<file path="src/rtl/path_output_ctrl_pkg.sv">
// Shared router definitions used by the path input and output controllers.
package path_output_ctrl_pkg;

   // Default packet width shared by every controller on the path.
   localparam int DATA_W_DEF = 64;

   // Virtual-channel tag lives in the packet MSB.
   localparam int VC_BIT = DATA_W_DEF - 1;

   // Hop-count field bounds; adjusted upstream, carried through untouched here.
   localparam int HOP_HI = 55;
   localparam int HOP_LO = 48;

   // Virtual-channel encodings.
   localparam logic VC_EVEN = 1'b0;
   localparam logic VC_ODD  = 1'b1;

endpackage

</file>
<file path="src/rtl/path_rr_arbiter.sv">
// Round-robin arbiter: one-hot grant to the first requester at or after the
// pointer (wrapping), pointer moves past the winner after each grant.
module path_rr_arbiter #(
   parameter int N_REQ = 2
) (
   input  logic             clk,
   input  logic             rst,
   input  logic [N_REQ-1:0] req,
   input  logic             en,
   output logic [N_REQ-1:0] gnt
);

   localparam int PTR_W = (N_REQ > 1) ? $clog2(N_REQ) : 1;

   logic [PTR_W-1:0] ptr_p1;
   logic [PTR_W:0]   sum;
   logic [PTR_W-1:0] idx;
   logic [PTR_W-1:0] sel;
   logic             found;

   // Search from the pointer upward with wrap-around; first hit wins.
   always_comb begin
      gnt   = '0;
      sum   = '0;
      idx   = '0;
      sel   = '0;
      found = 1'b0;
      for (int k = 0; k < N_REQ; k++) begin
         sum = {1'b0, ptr_p1} + (PTR_W+1)'(k);
         if (sum >= (PTR_W+1)'(N_REQ))
            sum = sum - (PTR_W+1)'(N_REQ);
         idx = sum[PTR_W-1:0];
         if (en && !found && req[idx]) begin
            gnt[idx] = 1'b1;
            sel      = idx;
            found    = 1'b1;
         end
      end
   end

   // Pointer advances past the granted requester; holds when nothing is granted.
   always_ff @(posedge clk) begin
      if (rst)
         ptr_p1 <= '0;
      else if (found)
         ptr_p1 <= (sel == PTR_W'(N_REQ-1)) ? '0 : sel + 1'b1;
   end

endmodule

</file>
<file path="src/rtl/path_output_ctrl.sv">
// Router output-channel controller: arbitrates forward requests, captures the
// winner into the even/odd VC entry selected by polarity, and presents the
// opposite entry on the outgoing channel with a polarity-gated handshake.
module path_output_ctrl
   import path_output_ctrl_pkg::*;
#(
   parameter int N_REQ  = 2,
   parameter int DATA_W = DATA_W_DEF
) (
   input  logic                    clk,
   input  logic                    rst,
   input  logic                    polarity,
   input  logic [N_REQ-1:0]        in2out_req,
   output logic [N_REQ-1:0]        out2in_gnt,
   input  logic [N_REQ*DATA_W-1:0] in2out_din,
   output logic                    out2ch_vld,
   input  logic                    ch2out_rdy,
   output logic [DATA_W-1:0]       out2ch_dout
);

   // Write side fills the entry upstream is forwarding; read side presents the other.
   logic wvc;
   logic rvc;
   assign wvc = ~polarity;
   assign rvc = polarity;

   logic [1:0]        buf_empty_p1;
   logic [DATA_W-1:0] vc_buf_p1 [2];
   logic [DATA_W-1:0] wdata;
   logic              wr_en;
   logic              drain;

   path_rr_arbiter #(
      .N_REQ (N_REQ)
   ) u_arb (
      .clk (clk),
      .rst (rst),
      .req (in2out_req),
      .en  (buf_empty_p1[wvc]),
      .gnt (out2in_gnt)
   );

   assign wr_en = |out2in_gnt;

   // Select the granted requester's packet (grant is one-hot or zero).
   always_comb begin
      wdata = '0;
      for (int i = 0; i < N_REQ; i++) begin
         if (out2in_gnt[i])
            wdata = in2out_din[i*DATA_W +: DATA_W];
      end
   end

   assign out2ch_vld  = ~buf_empty_p1[rvc];
   assign out2ch_dout = out2ch_vld ? vc_buf_p1[rvc] : '0;
   assign drain       = out2ch_vld & ch2out_rdy;

   // Occupancy: write and drain always target different entries, so both apply.
   always_ff @(posedge clk) begin
      if (rst) begin
         buf_empty_p1 <= 2'b11;
      end else begin
         if (wr_en)
            buf_empty_p1[wvc] <= 1'b0;
         if (drain)
            buf_empty_p1[rvc] <= 1'b1;
      end
   end

   // Packet storage; contents are qualified by occupancy so no reset is needed.
   always_ff @(posedge clk) begin
      if (wr_en)
         vc_buf_p1[wvc] <= wdata;
   end

endmodule

</file>
<file path="config.mk">
export PLATFORM = sky130hd
export DESIGN_NAME = path_output_ctrl
export DESIGN_NICKNAME = d
export VERILOG_FILES = /design/src/rtl/path_output_ctrl_pkg.sv /design/src/rtl/path_rr_arbiter.sv /design/src/rtl/path_output_ctrl.sv
export SDC_FILE = /design/constraint.sdc
export NUM_CORES = 1
export LEC_CHECK = 0
export BUFFER_PORTS_ARGS = -buffer_cell sky130_fd_sc_hd__buf_2
export CELL_PAD_IN_SITES_DETAIL_PLACEMENT = 1
export CELL_PAD_IN_SITES_GLOBAL_PLACEMENT = 2
export CORE_MARGIN = 3
export CORE_UTILIZATION = 30
export CTS_CLUSTER_DIAMETER = 150
export CTS_CLUSTER_SIZE = 28
export DETAILED_ROUTE_END_ITERATION = 7
export PLACE_DENSITY = 0.8
export RECOVER_POWER = 25
export SYNTH_ARGS = -nofsm -noshare
export SYNTH_HDL_FRONTEND = slang
export SYNTH_SLANG_ARGS = --single-unit
</file>
<file path="constraint.sdc">
create_clock -name clk -period 7.8 [get_ports clk]
set_clock_uncertainty 0.1 [all_clocks]
set_input_delay 1.56 -clock clk [delete_from_list [all_inputs] [get_ports clk]]
set_output_delay 1.56 -clock clk [all_outputs]
set_load 0.01 [all_outputs]
</file>
==> results of run 1 <==
-- stage by stage --
step | setup slack [ns] | area [um2] | total power [mW]
2_1_floorplan | 0.2822 | 5638 | 1.017
3_3_place_gp | 2.790 | 6848 | 1.097
3_5_place_dp | 2.791 | 6848 | 1.109
4_1_cts | 2.788 | 7376 | 1.825
5_1_grt | 1.885 | 7347 | 1.882
6_report | 2.304 | 7347 | 1.797
-- cell type report --
cell class              count  area, um2
fillers                  1992      10860
flip-flops and latches    131       3904
multi-input cells         209       1569
repair buffers            206       1045
clock buffers              20      436.7
well taps                 229      286.5
clock inverters            12      91.34
inverters                   4      15.01
-- sequential cells by signal, indices dropped and copies added (netlist names), named ones only --
signal / count
vc_buf_p1: 128
buf_empty_p1: 2
-- critical path, delay by kind of cell --
kind / cells / cell delay, ns
buffers and inverters: 3 / 3.38
AND/OR/NAND/NOR: 1 / 0.31
-- logic make-up after synthesis --
kind of cell | after synthesis
AOI/OAI and AO/OA | 71
buffers and inverters | 33
DFF | 131
muxes | 66
and+or+nand+nor | 72
-- worst paths after layout --
kind	endpoint	start	cells past startpoint	slack (ns)
worst max-delay path	vc_buf_p1[1][43]	polarity	4	2.30
worst max register to register	vc_buf_p1[1][43]	buf_empty_p1[1]	2	3.82
worst min register to register	flip-flop	flip-flop	2	0.45
worst min-delay path	flip-flop	flip-flop	2	0.45
-- power breakdown --
| part | switching (mW) | total [mW] | internal (mW) |
|---|---|---|---|
| Clock | 0.276 | 0.708 | 0.431 |
| Combinational | 0.130 | 0.223 | 0.0936 |
| Sequential | 0.0143 | 0.867 | 0.852 |
-- placed cells by master, fill, tap and decap left out, drive strengths merged --
cell	n
nor2b	1
inv	4
clkinv	7
nor3	1
nor2	67
mux2	1
nor3b	1
or3	1
clkbuf	21
dfxtp	3
a22o	64
mux2i	65
edfxtp	128
bufinv	1
nand2	1
buf	205
clkinvlp	4
o21bai	2
a211oi	1
o21ai	1
a21oi	3
-- metal layers --
layer / routed length, um / up-vias / part of all wire
li1: - / 1828 / -
met1: 5786 / 1844 / 0.43
met2: 6731 / 134 / 0.50
met3: 836 / 12 / 0.062
met4: 156 / 0 / 0.012
met5: 0 / - / 0
==> summary.txt, run 1 <==
Global routing
  – Met1 usage: 0.1539
  – Grt ovf: 0
  – Tot GR Track Use: 0.1294
  – Met3 Use GR: 0.03684
  – Met2 GRT Util: 0.2206
  – GR peak layer: met2
  – Number of global-route vias before repair: 4116
  – Pin count of the biggest net entering global routing: 66
  – First-pass GRT wire length: 20470 um
  – Initial antenna violation count: 0

STA
  – Actual slew at the worst max-slew pin: 3.863 ns
  – Slew HR: -1.575
  – Final hold slack: 0.4517 ns
  – Final setup viols: 0
  – RSZ-0062 raised after global routing: false
  – Period utilisation layout: 0.7046
  – Fin. Hold Viols: 0
  – Minimum clock period: 5.496 ns
  – Fin Setup TNS: 0 ns
  – Fmax: 181.9 MHz
  – Max-slew violations: 87

Final layout
  – Fin util: 0.4035
  – Final #Nets: 703
  – Syn-to-layout area delta: 30.32%
  – Layout cell share with drive strength beyond 1: 0.4021
  – N_diodes: 0
  – Final Non-Filler Cells: 811

Clock network
  – CTS tree: built
  – Hold Buf Count CTS: 0
  – Number of sinks on the clock net: 131
  – Clock Pin Slew Worst Setup and Hold Paths: 0.05 ns
  – H-tree depth: 4
  – TritonCTS Buffers: 17
  – Number of setup buffers added after CTS: 0
  – PostCTS Resize Cnt: 0
  – Clk_lat worst skew: 0.40 ns
  – Root buffer selected by CTS: clkbuf_16
  – Buffer depth of the longest clock path: 2

Die
  – Die Ht: 143.1 um
  – Num rows: 49
  – DIE AREA: 0.02047 mm2
  – # IOs: 201
  – Die width: 143.1 um
  – Initial Utilization: 0.3096
  – Core box area: 0.01821 mm2

Setup path
  – CP Cell Sequence: buf_4 > buf_4 > nor3b_1 > clkbuf_1
  – Critical Path AT: 5.32 ns
  – Crit path launch type: input pin
  – Most used cell, CP: buf_4
  – Critical Path RT: 7.62 ns
  – Max FO, Critical Path: 64
  – Largest stage delay on the critical path: 2.74 ns
  – CP endpoint kind: flip-flop
  – CP max-delay cell: clkbuf_1
  – Critical path class: in2reg

Detailed routing
  – Via count: 3818
  – Vias per inst: 4.708
  – Avg WL per Cell: 16.66 um
  – Drt initial violations: 149
  – WL final: 13510 um
  – Pre-antenna DRT Iters: 4
  – DRC: 0
  – Antenna-violating nets left: 0

Yosys
  – Seq cells post-synth: 131
  – Top-area cell type share of the netlist area: 0.6818
  – Register area share after synthesis: 0.6924
  – Simple-gate share of the synthesized area: 0.05060
  – Post-synth EDFFs: 128
  – Syn Inst Count: 373
  – Number of distinct library cells after synthesis: 21
  – Synth Area in XOR/XNOR: 0
  – Synth warn: 0
  – Synth top cells by count: edfxtp_1, nor2_1, a22o_1, mux2i_1, buf_2
  – Asr flop ratio synth: 0
  – Area leader, netlist: edfxtp_1
  – Syn_area_per_cell: 15.12 um2
  – Primary FF master, synth: edfxtp_1
  – Post-synthesis mux area share: 0.1196
  – Mapped Nets: 507
  – Top cells by area, synth: edfxtp_1, mux2i_1, a22o_1
  – Post-Synth Adder-Cell Area: 0
  – Post-synthesis compound-gate area fraction: 0.1079
  – Largest family of logic cells by synthesized area: multiplexers
  – Post-Syn Area: 0.005638 mm2
  – Count leader, synth: edfxtp_1

Flow run
  – Max-cap violations: 2

Placement
  – Buffers on Ports: 200
  – Final GP Congestion: 0.6988
  – Final HPWL DP: 9035 um
  – Inst Count DP: 779

Hold path
  – Worst Hold Class: reg2reg

Outcome
  – Failing checks: max-capacitance violations, max-slew violations
  – Status: finished with violations

Power and ir drop
  – Cell Pwr Density: 244.6 mW/mm2
  – VDD IR-drop max: 143.3 uV
  – Leakage: 3.215 nW
No activity file was read; power rests on OpenSTA's default activity.
==> run 2: changes to the inputs <==
==> constraint.sdc (replaced) <==
create_clock -name clk -period 5 [get_ports clk]
set_clock_uncertainty 0.1 [all_clocks]
set_input_delay 1 -clock clk [delete_from_list [all_inputs] [get_ports clk]]
set_output_delay 1 -clock clk [all_outputs]
set_load 0.01 [all_outputs]
==> run 2 against run 1 <==
Combinational power increased by 58%. Register-to-register slack got worse by 1.5 ns. Sequential share of layout area decreased by 0.47 points. The run still ends with max-capacitance violations, max-slew violations left. Setup slack got worse by 1.3 ns. Worst hold slack improved by 0.026 ns.
==> summary.txt, run 2 (synthesis results as in run 1) <==
Power and ir drop
  – Cell Pwr Density: 390.8 mW/mm2
  – VDD IR-drop max: 226.1 uV
  – Leakage: 3.251 nW

Setup path
  – CP max-delay cell: clkbuf_1
  – Crit path launch type: input pin
  – Critical Path AT: 3.93 ns
  – Largest stage delay on the critical path: 1.44 ns
  – Critical Path RT: 4.89 ns
  – R2r setup slk: 2.32 ns
  – Max FO, Critical Path: 46
  – CP endpoint kind: flip-flop
  – CP Buf/Inv Count: 3
  – Crit path max-delay family: buffers and inverters
  – Critical path class: in2reg
  – CP Cell Sequence: buf_4 > buf_4 > nand2_1 > nor2_4 > clkbuf_1
  – Most used cell, CP: buf_4

Final layout
  – Max reg flops: 128
  – Final Non-Filler Cells: 811
  – Layout cell share with drive strength beyond 1: 0.4055
  – Highest-count cells in the layout ignoring fill and taps: buf_2, edfxtp_1, nor2_1, a22o_1, mux2i_1
  – Syn-to-layout area delta: 31.47%
  – Top reg by flops: vc_buf_p1
  – Commonest non-fill, non-tap cell in the layout: buf_2
  – N_diodes: 0
  – Regs by FF count: vc_buf_p1 x128, buf_empty_p1 x2
  – Final #Nets: 704

Detailed routing
  – Antenna-violating nets left: 0
  – Pre-antenna DRT Iters: 4
  – DRC: 0
  – Vias per inst: 4.731
  – WL final: 13670 um
  – Via count: 3837
  – Drt initial violations: 152
  – Avg WL per Cell: 16.85 um

Global routing
  – Initial antenna violation count: 1
  – First-pass GRT wire length: 20910 um
  – Pin count of the biggest net entering global routing: 65
  – Tot GR Track Use: 0.1330
  – Number of global-route vias before repair: 4199
  – Grt ovf: 0

Flow run
  – Max-cap violations: 3

Clock network
  – CTS tree: built
  – H-tree depth: 4
  – Number of setup buffers added after CTS: 0
  – Number of sinks on the clock net: 131
  – Clock Pin Slew Worst Setup and Hold Paths: 0.06 ns
  – Buffer depth of the longest clock path: 2
  – Hold Buf Count CTS: 0
  – Root buffer selected by CTS: clkbuf_16
  – TritonCTS Buffers: 17
  – Clk_lat worst skew: 0.40 ns
  – PostCTS Resize Cnt: 0

Die
  – DIE AREA: 0.02047 mm2
  – Core box area: 0.01821 mm2
  – Initial Utilization: 0.3096
  – Num rows: 49
  – # IOs: 201
  – Die Ht: 143.1 um
  – Die width: 143.1 um

STA
  – Max-slew violations: 132
  – Fin. Hold Viols: 0
  – Slew HR: -0.3431
  – RSZ-0062 raised after global routing: false
  – Minimum clock period: 4.041 ns
  – Period utilisation layout: 0.8082
  – Actual slew at the worst max-slew pin: 2.015 ns
  – Final setup viols: 0
  – Final hold slack: 0.4778 ns
  – Fmax: 247.5 MHz
  – Fin Setup TNS: 0 ns

Hold path
  – Worst Hold Class: reg2reg

Placement
  – Buffers on Ports: 200
  – Final HPWL DP: 9436 um
  – Inst Count DP: 780
  – Final GP Congestion: 0.7005

Outcome
  – Status: finished with violations
  – Failing checks: max-capacitance violations, max-slew violations
-- run 2: changes by cell type in the layout (fill, tap and decap cells not counted) --
cell / previous run / this run
clkinv_4: 0 / 2
nor2_4: 0 / 1
clkinv_1: 3 / 4
mux2i_1: 65 / 64
bufinv_16: 1 / 3
clkinvlp_4: 4 / 0
nor2_1: 67 / 66
buf_4: 6 / 5
mux2i_4: 0 / 1
clkbuf_2: 0 / 1
clkbuf_1: 4 / 3
-- run 2: per-layer routing --
| metal | wire, um | vias up | global-route usage |
|---|---|---|---|
| met5 | 13 | - | 0 |
| met4 | 221 | 2 | 0.04902 |
| met3 | 806 | 21 | 0.03382 |
| met2 | 7007 | 137 | 0.2374 |
| met1 | 5619 | 1844 | 0.1540 |
| li1 | - | 1833 | - |
-- run 2: layout make-up --
class,instances,area (um2)
Clock buffer,18,429.2
Clock inverter,13,142.6
Fill cell,1957,10800
Inverter,4,15.01
Multi-Input combinational cell,209,1589
Sequential cell,131,3904
Tap cell,229,286.5
Timing Repair Buffer,207,1046
-- run 2: report_power, final --
part / internal [mW] / switching [mW] / total (mW)
Combinational: 0.147 / 0.205 / 0.352
Clock: 0.770 / 0.422 / 1.19
Sequential: 1.33 / 0.0236 / 1.35
Total: 2.25 / 0.650 / 2.90
-- run 2: through the flow --
step / instance area (um2) / total power, mW / utilization / setup WS, ns
final: 7412 / 2.897 / 0.4071 / 0.9592
after detailed placement: 6862 / 1.736 / 0.3768 / 0.9786
after global routing: 7412 / 3.029 / 0.4071 / 0.6437
after CTS: 7433 / 2.938 / 0.4082 / 0.9770
after floorplan: 5643 / 1.584 / - / 0.2589
after global placement: 6862 / 1.716 / 0.3768 / 1.041
-- run 2: final timing paths --
path / from / end / cells after the start
worst max-delay path: polarity / vc_buf_p1[0][16] / 5
worst min-delay path: flip-flop / flip-flop / 2
worst max register to register: buf_empty_p1[0] / vc_buf_p1[0][16] / 3
worst min register to register: flip-flop / flip-flop / 2
-- run 2: worst reg2reg max path: stages (launching register included) --
cell and delay, ns:
dfxtp_1 0.44, nand2_1 0.13, nor2_4 0.14, clkbuf_1 1.44
==> run 3: changes to the inputs <==
==> constraint.sdc (replaced) <==
create_clock -name clk -period 3.36 [get_ports clk]
set_clock_uncertainty 0.1 [all_clocks]
set_input_delay 0.672 -clock clk [delete_from_list [all_inputs] [get_ports clk]]
set_output_delay 0.672 -clock clk [all_outputs]
set_load 0.01 [all_outputs]
==> run 3 against run 2 <==
The flow still finishes with violations (max-capacitance violations, max-slew violations). Final area down 0.14%. Worst hold slack worse by 0.12 ns. Combinational power up 51%. Global-route usage up 0.24 points. Clock power up 41%. Sequential share of layout area up 0.071 points. Total power up 46%. Final cell count unchanged. Die area unchanged. Wire length up 2.2%. Critical path depth down 1. Utilization down 0.055 points.
==> summary.txt, run 3 (synthesis results as in run 1) <==
Detailed routing
  – Via count: 3880
  – Antenna-violating nets left: 0
  – DRC: 0
  – Vias per inst: 4.784
  – WL final: 13960 um
  – Pre-antenna DRT Iters: 4
  – Avg WL per Cell: 17.22 um
  – Drt initial violations: 115

STA
  – Fin. Hold Viols: 0
  – Fmax: 325.8 MHz
  – Fin Setup TNS: 0 ns
  – Minimum clock period: 3.069 ns
  – Final setup margin: 0.2911 ns
  – Max-slew violations: 64
  – Period utilisation layout: 0.9134
  – Final setup viols: 0
  – Actual slew at the worst max-slew pin: 1.709 ns
  – RSZ-0062 raised after global routing: false
  – Slew HR: -0.1396
  – Final hold slack: 0.3576 ns

Die
  – Initial Utilization: 0.3096
  – Core box area: 0.01821 mm2
  – # IOs: 201
  – Die width: 143.1 um
  – Die Ht: 143.1 um
  – Num rows: 49
  – DIE AREA: 0.02047 mm2

Clock network
  – Root buffer selected by CTS: clkbuf_16
  – Number of sinks on the clock net: 131
  – CTS tree: built
  – H-tree depth: 4
  – PostCTS Resize Cnt: 0
  – Buffer depth of the longest clock path: 2
  – Clk_lat worst skew: 0.40 ns
  – Clock Pin Slew Worst Setup and Hold Paths: 0.05 ns
  – Hold Buf Count CTS: 0
  – TritonCTS Buffers: 17
  – Number of setup buffers added after CTS: 0

Power and ir drop
  – Sw Pwr: 0.9561 mW
  – Leakage: 3.245 nW
  – Int Pwr: 3.271 mW
  – Combinational Power Share: 0.126
  – Cell Pwr Density: 571.1 mW/mm2
  – Clk pwr share: 0.398
  – Reg power frac: 0.476
  – VDD IR-drop max: 323.9 uV
  – Switching Share: 0.2262

Final layout
  – N_diodes: 0
  – Final Non-Filler Cells: 811
  – Top reg by flops: vc_buf_p1
  – Layout cell share with drive strength beyond 1: 0.4021
  – Highest-count cells in the layout ignoring fill and taps: buf_2, edfxtp_1, nor2_1, a22o_1, mux2i_1
  – Commonest non-fill, non-tap cell in the layout: buf_2
  – Fin area: 0.007402 mm2
  – Regs by FF count: vc_buf_p1 x128, buf_empty_p1 x2
  – Final #Nets: 705
  – Syn-to-layout area delta: 31.29%
  – Max reg flops: 128

Global routing
  – Initial antenna violation count: 0
  – Grt ovf: 0
  – Met1 usage: 0.1510
  – Met3 Use GR: 0.04823
  – First-pass GRT wire length: 21160 um
  – Pin count of the biggest net entering global routing: 69
  – Tot GR Track Use: 0.1355
  – Met2 GRT Util: 0.2441
  – GR peak layer: met2
  – Number of global-route vias before repair: 4233

Outcome
  – Failing checks: max-capacitance violations, max-slew violations
  – Status: finished with violations

Placement
  – Inst Count DP: 781
  – Buffers on Ports: 200
  – DP Area: 0.006907 mm2
  – Final HPWL DP: 9490 um
  – Pre-CTS WS: 0.2563 ns
  – Final GP Congestion: 0.7443

Hold path
  – Worst Hold Class: in2reg

Setup path
  – Critical Path RT: 2.59 ns
  – CP endpoint kind: output port
  – Critical path class: in2out
  – Max FO, Critical Path: 30
  – Crit path launch type: input pin
  – Critical Path AT: 2.30 ns

Flow run
  – Max-cap violations: 1
run 3: changes by cell type in the layout (fill, tap and decap cells not counted):
cell       change
buf_12         +2
buf_4          -2
bufinv_16      -1
clkbuf_1       +4
clkbuf_2       +1
clkinv_1       -2
clkinv_4       -2
run 3: power groups by stage:
stage,Clock (mW),Sequential [mW],Combinational [mW]
global route,1.80,2.02,0.591
detailed placement,0,2.04,0.551
global placement,0,2.03,0.533
floorplan,0,2.03,0.323
finish,1.68,2.01,0.532
CTS,1.73,2.01,0.552
run 3: area by class of cell:
cell class | instances | area (um2)
Clock buffer | 22 | 444.2
Clock inverter | 8 | 87.58
Multi-Input combinational cell | 209 | 1589
Fill cell | 1966 | 10810
Tap cell | 229 | 286.5
Sequential cell | 131 | 3904
Timing Repair Buffer | 208 | 1076
Inverter | 4 | 15.01
run 3: critical path, cell delays in order:
cell	delay [ns]
clkbuf_1	0.17
mux2i_4	0.24
nor3_4	0.92
buf_2	0.29
run 3: path summary, 6_finish.rpt:
check,slack [ns],from,endpoint,depth (start not counted)
worst min register to register,0.46,flip-flop,flip-flop,2
worst max register to register,0.76,buf_empty_p1[1],vc_buf_p1[1][21],2
worst max-delay path,0.29,polarity,out2in_gnt[1],4
worst min-delay path,0.36,rst,flip-flop,2
run 3: metal layers:
layer / vias up / share of wire
li1: 1835 / -
met1: 1888 / 0.41
met2: 145 / 0.51
met3: 12 / 0.071
met4: 0 / 0.011
met5: - / 0
run 3: per-stage QoR:
| stage | total power, mW | util |
|---|---|---|
| final | 4.228 | 0.4065 |
| after global routing | 4.418 | 0.4065 |
| after CTS | 4.290 | 0.4085 |
| after detailed placement | 2.593 | 0.3793 |
| after global placement | 2.564 | 0.3793 |
| after floorplan | 2.356 | - |
